**config.mk**
```make
export PLATFORM = sky130hd
export DESIGN_NAME = armleocpu_bus_arbiter
export DESIGN_NICKNAME = d
export VERILOG_FILES = /design/src/rtl/armleocpu_bus_pkg.sv /design/src/rtl/armleocpu_rr_picker.sv /design/src/rtl/armleocpu_bus_arbiter.sv
export SDC_FILE = /design/constraint.sdc
export NUM_CORES = 1
export LEC_CHECK = 0
export CAP_MARGIN = 20
export CELL_PAD_IN_SITES_DETAIL_PLACEMENT = 0
export CELL_PAD_IN_SITES_GLOBAL_PLACEMENT = 1
export CORE_MARGIN = 5
export CORE_UTILIZATION = 15
export DETAILED_ROUTE_END_ITERATION = 12
export GPL_ROUTABILITY_DRIVEN = 0
export PLACE_DENSITY = 0.85
export SETUP_SLACK_MARGIN = 0.5
export SLEW_MARGIN = 20
export SYNTH_ARGS = -nofsm -noshare
export SYNTH_HDL_FRONTEND = slang
export SYNTH_SLANG_ARGS = --single-unit
```
**constraint.sdc**
```tcl
create_clock -name clk -period 2.4 [get_ports clk]
set_clock_uncertainty 0.1 [all_clocks]
set_input_delay 0.24 -clock clk [delete_from_list [all_inputs] [get_ports clk]]
set_output_delay 0.24 -clock clk [all_outputs]
set_load 0.02 [all_outputs]
```
**src/rtl/armleocpu_bus_pkg.sv**
```systemverilog
// Shared encodings and field widths for the ArmleoCPU cache-side memory bus.
package armleocpu_bus_pkg;

  localparam int ADDR_W  = 34;
  localparam int BURST_W = 4;
  localparam int DATA_W  = 32;
  localparam int BE_W    = 4;
  localparam int CMD_W   = 3;
  localparam int RESP_W  = 3;

  localparam logic [CMD_W-1:0] CMD_NONE  = 3'd0;
  localparam logic [CMD_W-1:0] CMD_READ  = 3'd1;
  localparam logic [CMD_W-1:0] CMD_WRITE = 3'd2;

  localparam logic [RESP_W-1:0] RESP_OK  = 3'd0;
  localparam logic [RESP_W-1:0] RESP_ERR = 3'd1;

  typedef enum logic {
    IDLE = 1'b0,
    BUSY = 1'b1
  } arb_state_t;

endpackage

```
**src/rtl/armleocpu_rr_picker.sv**
```systemverilog
// Combinational round-robin search: first set request at or after rr_ptr, wrapping.
module armleocpu_rr_picker #(
  parameter int CHANNELS = 2,
  parameter int GRANT_W  = $clog2(CHANNELS)
) (
  input  logic [CHANNELS-1:0] req,
  input  logic [GRANT_W-1:0]  rr_ptr,
  output logic                valid,
  output logic [GRANT_W-1:0]  index
);

  logic [2*CHANNELS-1:0] rotated;
  int                    sum;

  always_comb begin
    rotated = {req, req} >> rr_ptr;
    valid   = 1'b0;
    index   = '0;
    sum     = 0;
    // Walk from the farthest offset down so the nearest requester wins.
    for (int i = CHANNELS - 1; i >= 0; i--) begin
      if (rotated[i]) begin
        sum = int'(rr_ptr) + i;
        if (sum >= CHANNELS) sum = sum - CHANNELS;
        valid = 1'b1;
        index = GRANT_W'(sum);
      end
    end
  end

endmodule

```
**src/rtl/armleocpu_bus_arbiter.sv**
```systemverilog
// Round-robin N-channel arbiter holding the grant for a whole transaction (incl. read bursts).
// Optional watchdog: define ARMLEOCPU_ARBITER_TIMEOUT_EN to force an error completion on a hung slave.
module armleocpu_bus_arbiter
  import armleocpu_bus_pkg::*;
#(
  parameter int CHANNELS       = 2,
  parameter int GRANT_W        = $clog2(CHANNELS),
  parameter int TIMEOUT_CYCLES = 1024
) (
  input  logic                         clk,
  input  logic                         rst,
  input  logic [CHANNELS-1:0]          s_transaction,
  input  logic [CMD_W*CHANNELS-1:0]    s_cmd,
  input  logic [ADDR_W*CHANNELS-1:0]   s_address,
  input  logic [BURST_W*CHANNELS-1:0]  s_burstcount,
  input  logic [DATA_W*CHANNELS-1:0]   s_wdata,
  input  logic [BE_W*CHANNELS-1:0]     s_wbyte_enable,
  output logic [CHANNELS-1:0]          s_transaction_done,
  output logic [RESP_W*CHANNELS-1:0]   s_transaction_response,
  output logic [DATA_W-1:0]            s_rdata,
  output logic                         m_transaction,
  output logic [CMD_W-1:0]             m_cmd,
  output logic [ADDR_W-1:0]            m_address,
  output logic [BURST_W-1:0]           m_burstcount,
  output logic [DATA_W-1:0]            m_wdata,
  output logic [BE_W-1:0]              m_wbyte_enable,
  input  logic                         m_transaction_done,
  input  logic [RESP_W-1:0]            m_transaction_response,
  input  logic [DATA_W-1:0]            m_rdata
);

  if (CHANNELS < 2 || CHANNELS > 8) begin : g_bad_channels
    $error("armleocpu_bus_arbiter: CHANNELS must be 2..8");
  end
  if (TIMEOUT_CYCLES < 2) begin : g_bad_timeout
    $error("armleocpu_bus_arbiter: TIMEOUT_CYCLES must be at least 2");
  end

  function automatic logic [BURST_W-1:0] last_beat_index(input logic [BURST_W-1:0] bc);
    return (bc == '0) ? '0 : bc - 1'b1;
  endfunction

  function automatic logic [GRANT_W-1:0] next_ptr(input logic [GRANT_W-1:0] g);
    return (g == GRANT_W'(CHANNELS - 1)) ? '0 : g + 1'b1;
  endfunction

  arb_state_t           state;
  logic [GRANT_W-1:0]   rr_ptr;
  logic [GRANT_W-1:0]   grant;
  logic [BURST_W-1:0]   beat_cnt;
  logic [BURST_W-1:0]   burst_last;

  logic                 pick_valid;
  logic [GRANT_W-1:0]   pick_idx;
  logic [BURST_W-1:0]   pick_burst;
  logic                 busy;
  logic                 timeout_hit;
  logic                 beat_done;
  logic                 last_beat;
  logic                 complete;
  logic [CMD_W-1:0]     sel_cmd;

  armleocpu_rr_picker #(
    .CHANNELS (CHANNELS),
    .GRANT_W  (GRANT_W)
  ) u_picker (
    .req    (s_transaction),
    .rr_ptr (rr_ptr),
    .valid  (pick_valid),
    .index  (pick_idx)
  );

  assign busy       = (state == BUSY);
  assign pick_burst = s_burstcount[pick_idx*BURST_W +: BURST_W];
  assign sel_cmd    = s_cmd[grant*CMD_W +: CMD_W];

  assign m_transaction  = busy && s_transaction[grant] && !timeout_hit;
  assign m_cmd          = busy ? sel_cmd : '0;
  assign m_address      = busy ? s_address[grant*ADDR_W +: ADDR_W] : '0;
  assign m_burstcount   = busy ? s_burstcount[grant*BURST_W +: BURST_W] : '0;
  assign m_wdata        = busy ? s_wdata[grant*DATA_W +: DATA_W] : '0;
  assign m_wbyte_enable = busy ? s_wbyte_enable[grant*BE_W +: BE_W] : '0;
  assign s_rdata        = m_rdata;

  // An error response terminates a burst early regardless of the beat count.
  assign beat_done = busy && m_transaction_done;
  assign last_beat = (sel_cmd != CMD_READ) || (m_transaction_response != RESP_OK) ||
                     (beat_cnt == burst_last);
  assign complete  = (beat_done && last_beat) || timeout_hit;

  always_comb begin
    s_transaction_done     = '0;
    s_transaction_response = '0;
    if (busy) begin
      s_transaction_done[grant] = m_transaction_done || timeout_hit;
      s_transaction_response[grant*RESP_W +: RESP_W] = timeout_hit ? RESP_ERR : m_transaction_response;
    end
  end

`ifdef ARMLEOCPU_ARBITER_TIMEOUT_EN
  localparam int WD_W = $clog2(TIMEOUT_CYCLES) + 1;
  logic [WD_W-1:0] wdog;

  assign timeout_hit = busy && (wdog == WD_W'(TIMEOUT_CYCLES - 1));

  always_ff @(posedge clk) begin
    if (rst || !busy || m_transaction_done) wdog <= '0;
    else                                    wdog <= wdog + 1'b1;
  end
`else
  assign timeout_hit = 1'b0;
`endif

  always_ff @(posedge clk) begin
    if (rst) begin
      state      <= IDLE;
      rr_ptr     <= '0;
      grant      <= '0;
      beat_cnt   <= '0;
      burst_last <= '0;
    end else begin
      case (state)
        IDLE: begin
          if (pick_valid) begin
            state      <= BUSY;
            grant      <= pick_idx;
            beat_cnt   <= '0;
            burst_last <= last_beat_index(pick_burst);
          end
        end
        BUSY: begin
          if (complete) begin
            state  <= IDLE;
            rr_ptr <= next_ptr(grant);
          end else if (beat_done) begin
            beat_cnt <= beat_cnt + 1'b1;
          end
        end
        default: state <= IDLE;
      endcase
    end
  end

  // A granted master must hold its request until its final done beat.
  always_ff @(posedge clk) begin
    if (!rst && busy && !timeout_hit) begin
      assert (s_transaction[grant]);
    end
  end

endmodule

```
* Yosys cells after proc, flatten, opt, wreduce, memory -nomap -nowiden
Cells that the tools add are included.
Widths: inputs -> output; s select.
** Storage, ports and cells
- Bits in registers :: 11
- Output and inout port bits :: 118
** Operators by class
- Shifts and indexed selects :: 9
- Equality and inequality tests :: 5
- Mux-type cells :: 26
- Magnitude comparators :: 4
- Reductions and logical operators :: 11
- Bitwise logic cells :: 3
- $mul :: 2
- Add/sub/neg operators :: 7
** Operator list (count)
- $shiftx 68x8->34 :: 1
- $shiftx 64x7->32 :: 1
- $mux 34 :: 1
- $neg 3->34 :: 1
- $shift 3x34->6 const A :: 1
- $shiftx 3x34->6 :: 1
- $mux 32 :: 1
- $mux 4 :: 6
- $shiftx 8x4->4 :: 3
- $mux 1 :: 12
- $pmux 4 s2 :: 1
- $and 6x6->6 :: 1
- $mul 1x5->6 const B :: 1
- $mux 6 :: 1
- $shiftx 6x4->3 :: 1
- $add 4x1->4 const B :: 1
- $eq 4x4->1 :: 1
- $logic_and 1x1->1 :: 4
- $logic_not 4->1 :: 1
- $ne 2x2->1 const B :: 2
- $reduce_and 2->1 :: 2
- $shr 4x1->2 :: 1
- $sub 4x1->4 const B :: 1
- $mul 1x2->3 const B :: 1
- 18 further kinds :: 20

* Depth between registers and ports, before layout
- Depth in word-level cells :: 8
- Mapped depth :: 6
- Mapped depth without buffers :: 5

* Hierarchy
From an unflattened synthesis, not the netlist that was laid out.
** Second synthesis, totals
- Cells, all modules :: 303
- Area total of the unflattened synthesis :: 2372.3 um2
** By module, submodules not included
- armleocpu_bus_arbiter :: area each 2354.8 um2, instances 1, cells each 300, sequential area each 220.2 um2
- armleocpu_rr_picker :: area each 17.5 um2, instances 1, cells each 3, sequential area each 0.0 um2

* Worst setup path after synthesis
Ideal clock, no wire load.
- Kind :: register -> output
- Start point :: register state (netlist: busy)
- End point :: output port m_address[31]
- Arrival time :: 1.328 ns
- Required time :: 2.060 ns
- Path buffers :: 3
- Path slack :: 0.732 ns
- Stages on the path, launching flop included :: 5
- Path through :: dfxtp_1 -> clkbuf_1 -> clkbuf_1 -> clkbuf_1 -> nor2b_1
** On the way
- Longest elaborated chain between the ends :: 1
** Ends and longest elaborated chain
- from (decl) :: RTL line armleocpu_bus_arbiter.sv:47 : arb_state_t state;
- from (signal assigned) :: RTL line armleocpu_bus_arbiter.sv:116 : state <= IDLE;
- from (signal assigned) :: RTL line armleocpu_bus_arbiter.sv:125 : state <= BUSY;
- from (signal assigned) :: RTL line armleocpu_bus_arbiter.sv:133 : state <= IDLE;
- $mux 34 :: RTL line armleocpu_bus_arbiter.sv:79 : assign m_address = busy ? s_address[grant*ADDR_W +: ADDR_W] : '0;
- to (decl) :: RTL line armleocpu_bus_arbiter.sv:23 : output logic [ADDR_W-1:0] m_address,
Every way passes these cells.

* Worst setup path in the final report
- Start point :: register grant
- End point :: output port m_address[29]
** On the way
- Longest elaborated chain between the ends :: 3
** Ends and longest elaborated chain
- from (decl) :: RTL line armleocpu_bus_arbiter.sv:49 : logic [GRANT_W-1:0] grant;
- from (signal assigned) :: RTL line armleocpu_bus_arbiter.sv:126 : grant <= pick_idx;
- $mul 1x5->6 :: RTL line armleocpu_bus_arbiter.sv:79
- $shiftx 68x8->34 :: RTL line armleocpu_bus_arbiter.sv:79
- $mux 34 :: RTL line armleocpu_bus_arbiter.sv:79
Every way passes these cells.

==> flow_metrics.tcl <==
set metrics [dict create \
    fin_crit_ps 1980 \
    regArea_um2 228 \
    routedWlPerCell_um 16.1 \
    drc_errors 0 \
    cts_tree "done" \
    final_cells 731 \
    core_area_um2 15300 \
    dieHeight_um 135 \
    worst_ep_arrival_time_ps 1640 \
    post-route-period-util_pct 82.6 \
    critPathRequiredTime_ps 2060 \
    drive_gt1_share_pct 14.6 \
    area_growth_pct 120 \
    initial_core_util_pct 15.4 \
    htreeDepth 1 \
    via_per_inst 3.97 \
    rr_endpoint "beat_cnt[0]" \
    nFillCells 1559 \
    cap_viol_max_count 0 \
    finalCoreUtilization_pct 33.8 \
    fmax_mhz 504 \
    syn_inst 294 \
    r2r_cells 7 \
    synth_nets 489 \
    nNetsFinal 716 \
    synth_seq_cells 11 \
    grt_usage_pct 11.1 \
    postRouteAntennaNets 0 \
    clock_power_share_pct 20.8 \
    power.internal_mw 0.980 \
    p_comb_share_pct 65.3 \
    worst_slew_pin_slew_ps 562 \
    rsz0062_at_grt "yes" \
    postSynth.asyncResetShare_pct 0 \
    path_class "register to output port" \
    hold_buffers 0 \
    dp.cells 707 \
    dp_hpwl_um 9360 \
    clk_latency_ps 240 \
    synth_edf_count 0 \
    holdWs_ps 380 \
    p_switching_mw 0.516 \
    drtIter0Drc 65 \
    min_path_type "primary input to output port" \
    path_clk_slew_ps 40 \
    post-place-ws_ps 263 \
    routed_wl_um 11800 \
    ys_warn_count 0 \
    clock-root-buffer "clkbuf_16" \
    yosysSeqAreaShare_pct 9.38 \
    grt_pass1_vias 2917 \
    critPathMaxFanout 23 \
    seq_power_share_pct 14.0 \
    ios 312 \
    clkSinkCount 11 \
    final_common_cell "clkdlybuf4s50_1" \
    r2r-start "grant" \
    syn_area_um2 2350 \
    first_pass_iters 4 \
    mostFrequentLayoutCells "161 x clkdlybuf4s50_1, 80 x nor2b_1, 75 x mux2i_1" \
    die-width_um 135 \
    antenna_found_initial 0 \
    final.setup.tns_ps 0 \
    synth_cell_types 44 \
    cellPowerDensity_nw_per_um2 290 \
    finalPower_mw 1.50 \
    setup_violations 0 \
    rows 45 \
    vias 2901 \
    slew_headroom_pct 62.2 \
    placed_area_um2 4840 \
    multi_input_area_um2 1830 \
    r2r_slack_ps 470 \
    leakagePower_nw 2.41 \
    grt_max_degree 29 \
    slew_viol_final 0 \
    n_antenna_cell 0 \
    synth_area_per_cell_um2 7.99 \
    gr-total-overflow 0 \
    design_area_um2 5160 \
    fin_ws_ps 416 \
    endpoint "m_address[29]" \
    cts_inserted_buffers 3 \
    grt_pass1_wl_um 16300 \
    ys.flop_type "dfxtp_1" \
    finalHoldViolations 0 \
    io_buffers 247 \
    start_kind "register" \
    cp-end-kind "output port" \
    crit_start "grant" \
    dieArea_um2 18300 \
    p_sw_share_pct 34.5 \
    status "finished clean" \
    peakVddDrop_uv 169 \
    clockBufferDepth 2 \
]
## sequential cells by signal (all words and copies together), names as in the netlist
signal	flops
beat_cnt	4
busy	1
grant	1
rr_ptr	1
burst_last	4
## layout make-up
type | instances | area share [%]
multi-input combinational | 229 | 35.4
sequential | 11 | 4.42
inverter | 1 | 0.0728
tap | 211 | 5.12
clock buffer | 4 | 1.53
timing repair buffer | 275 | 53.4
## cells in the mapped netlist, types with 4 or more instances
| master | n | area [um^2] |
|---|---|---|
| and2_1 | 4 | 25.0 |
| nor2b_1 | 80 | 500 |
| xor2_1 | 4 | 35.0 |
| mux2i_1 | 78 | 781 |
| and3_1 | 4 | 25.0 |
| buf_4 | 32 | 240 |
| nor2_1 | 12 | 45.0 |
| clkbuf_1 | 12 | 45.0 |
| nor3_1 | 5 | 25.0 |
| dfxtp_1 | 11 | 220 |
| buf_2 | 8 | 40.0 |
| a21oi_1 | 5 | 25.0 |
## worst min-delay path by stage
stage,from,end,slack (ps),depth (start not counted)
floorplan,rst,rr_ptr,240,1
global placement,burst_last[3],burst_last[3],360,2
detailed placement,m_rdata[15],s_rdata[15],380,0
CTS,m_rdata[15],s_rdata[15],380,0
global route,m_rdata[16],s_rdata[16],380,0
finish,m_rdata[12],s_rdata[12],380,0
## power by group through the flow
| stage | registers (mW) | clock network, mW | logic, mW |
|---|---|---|---|
| floorplan | 0.203 | 0 | 0.507 |
| global placement | 0.220 | 0 | 0.941 |
| detailed placement | 0.219 | 0 | 0.953 |
| CTS | 0.213 | 0.310 | 0.957 |
| global route | 0.211 | 0.320 | 1.04 |
| finish | 0.209 | 0.311 | 0.976 |
## cell families (layout without fill, tap and decap cells)
group           after synthesis  count (layout)  synth area share (%)
flops                        11              11                  9.38
fa+ha+maj                     1               1                 0.533
buf+inv                      54             280                  14.5
simple gates                122             122                  31.7
mux                          81              81                  35.2
xor+xnor                      6               6                  2.24
compound gates               19              19                  6.50
## worst max-delay path, cell delays in order (launching register included)
cell and delay, ps:
dfxtp_4 380, buf_12 200, mux2i_1 100, nor2b_1 110, clkdlybuf4s50_1 610
## metal layers
metal,track usage (%),part of all wire (%),up-vias
li1,-,-,1426
met1,11.6,37,1326
met2,21.8,53,136
met3,3.65,8.9,13
met4,1.79,1.1,0
met5,0,0,-
## what timing repair did
item                                   CTS  global route
resized for setup                       72            79
cloned                                   2             2
endpoints found under the hold margin    0             0
pin swaps                                0             2
buffers inserted                         9             7
setup endpoints to repair               85            66
Power figures use the tool's default switching activity.
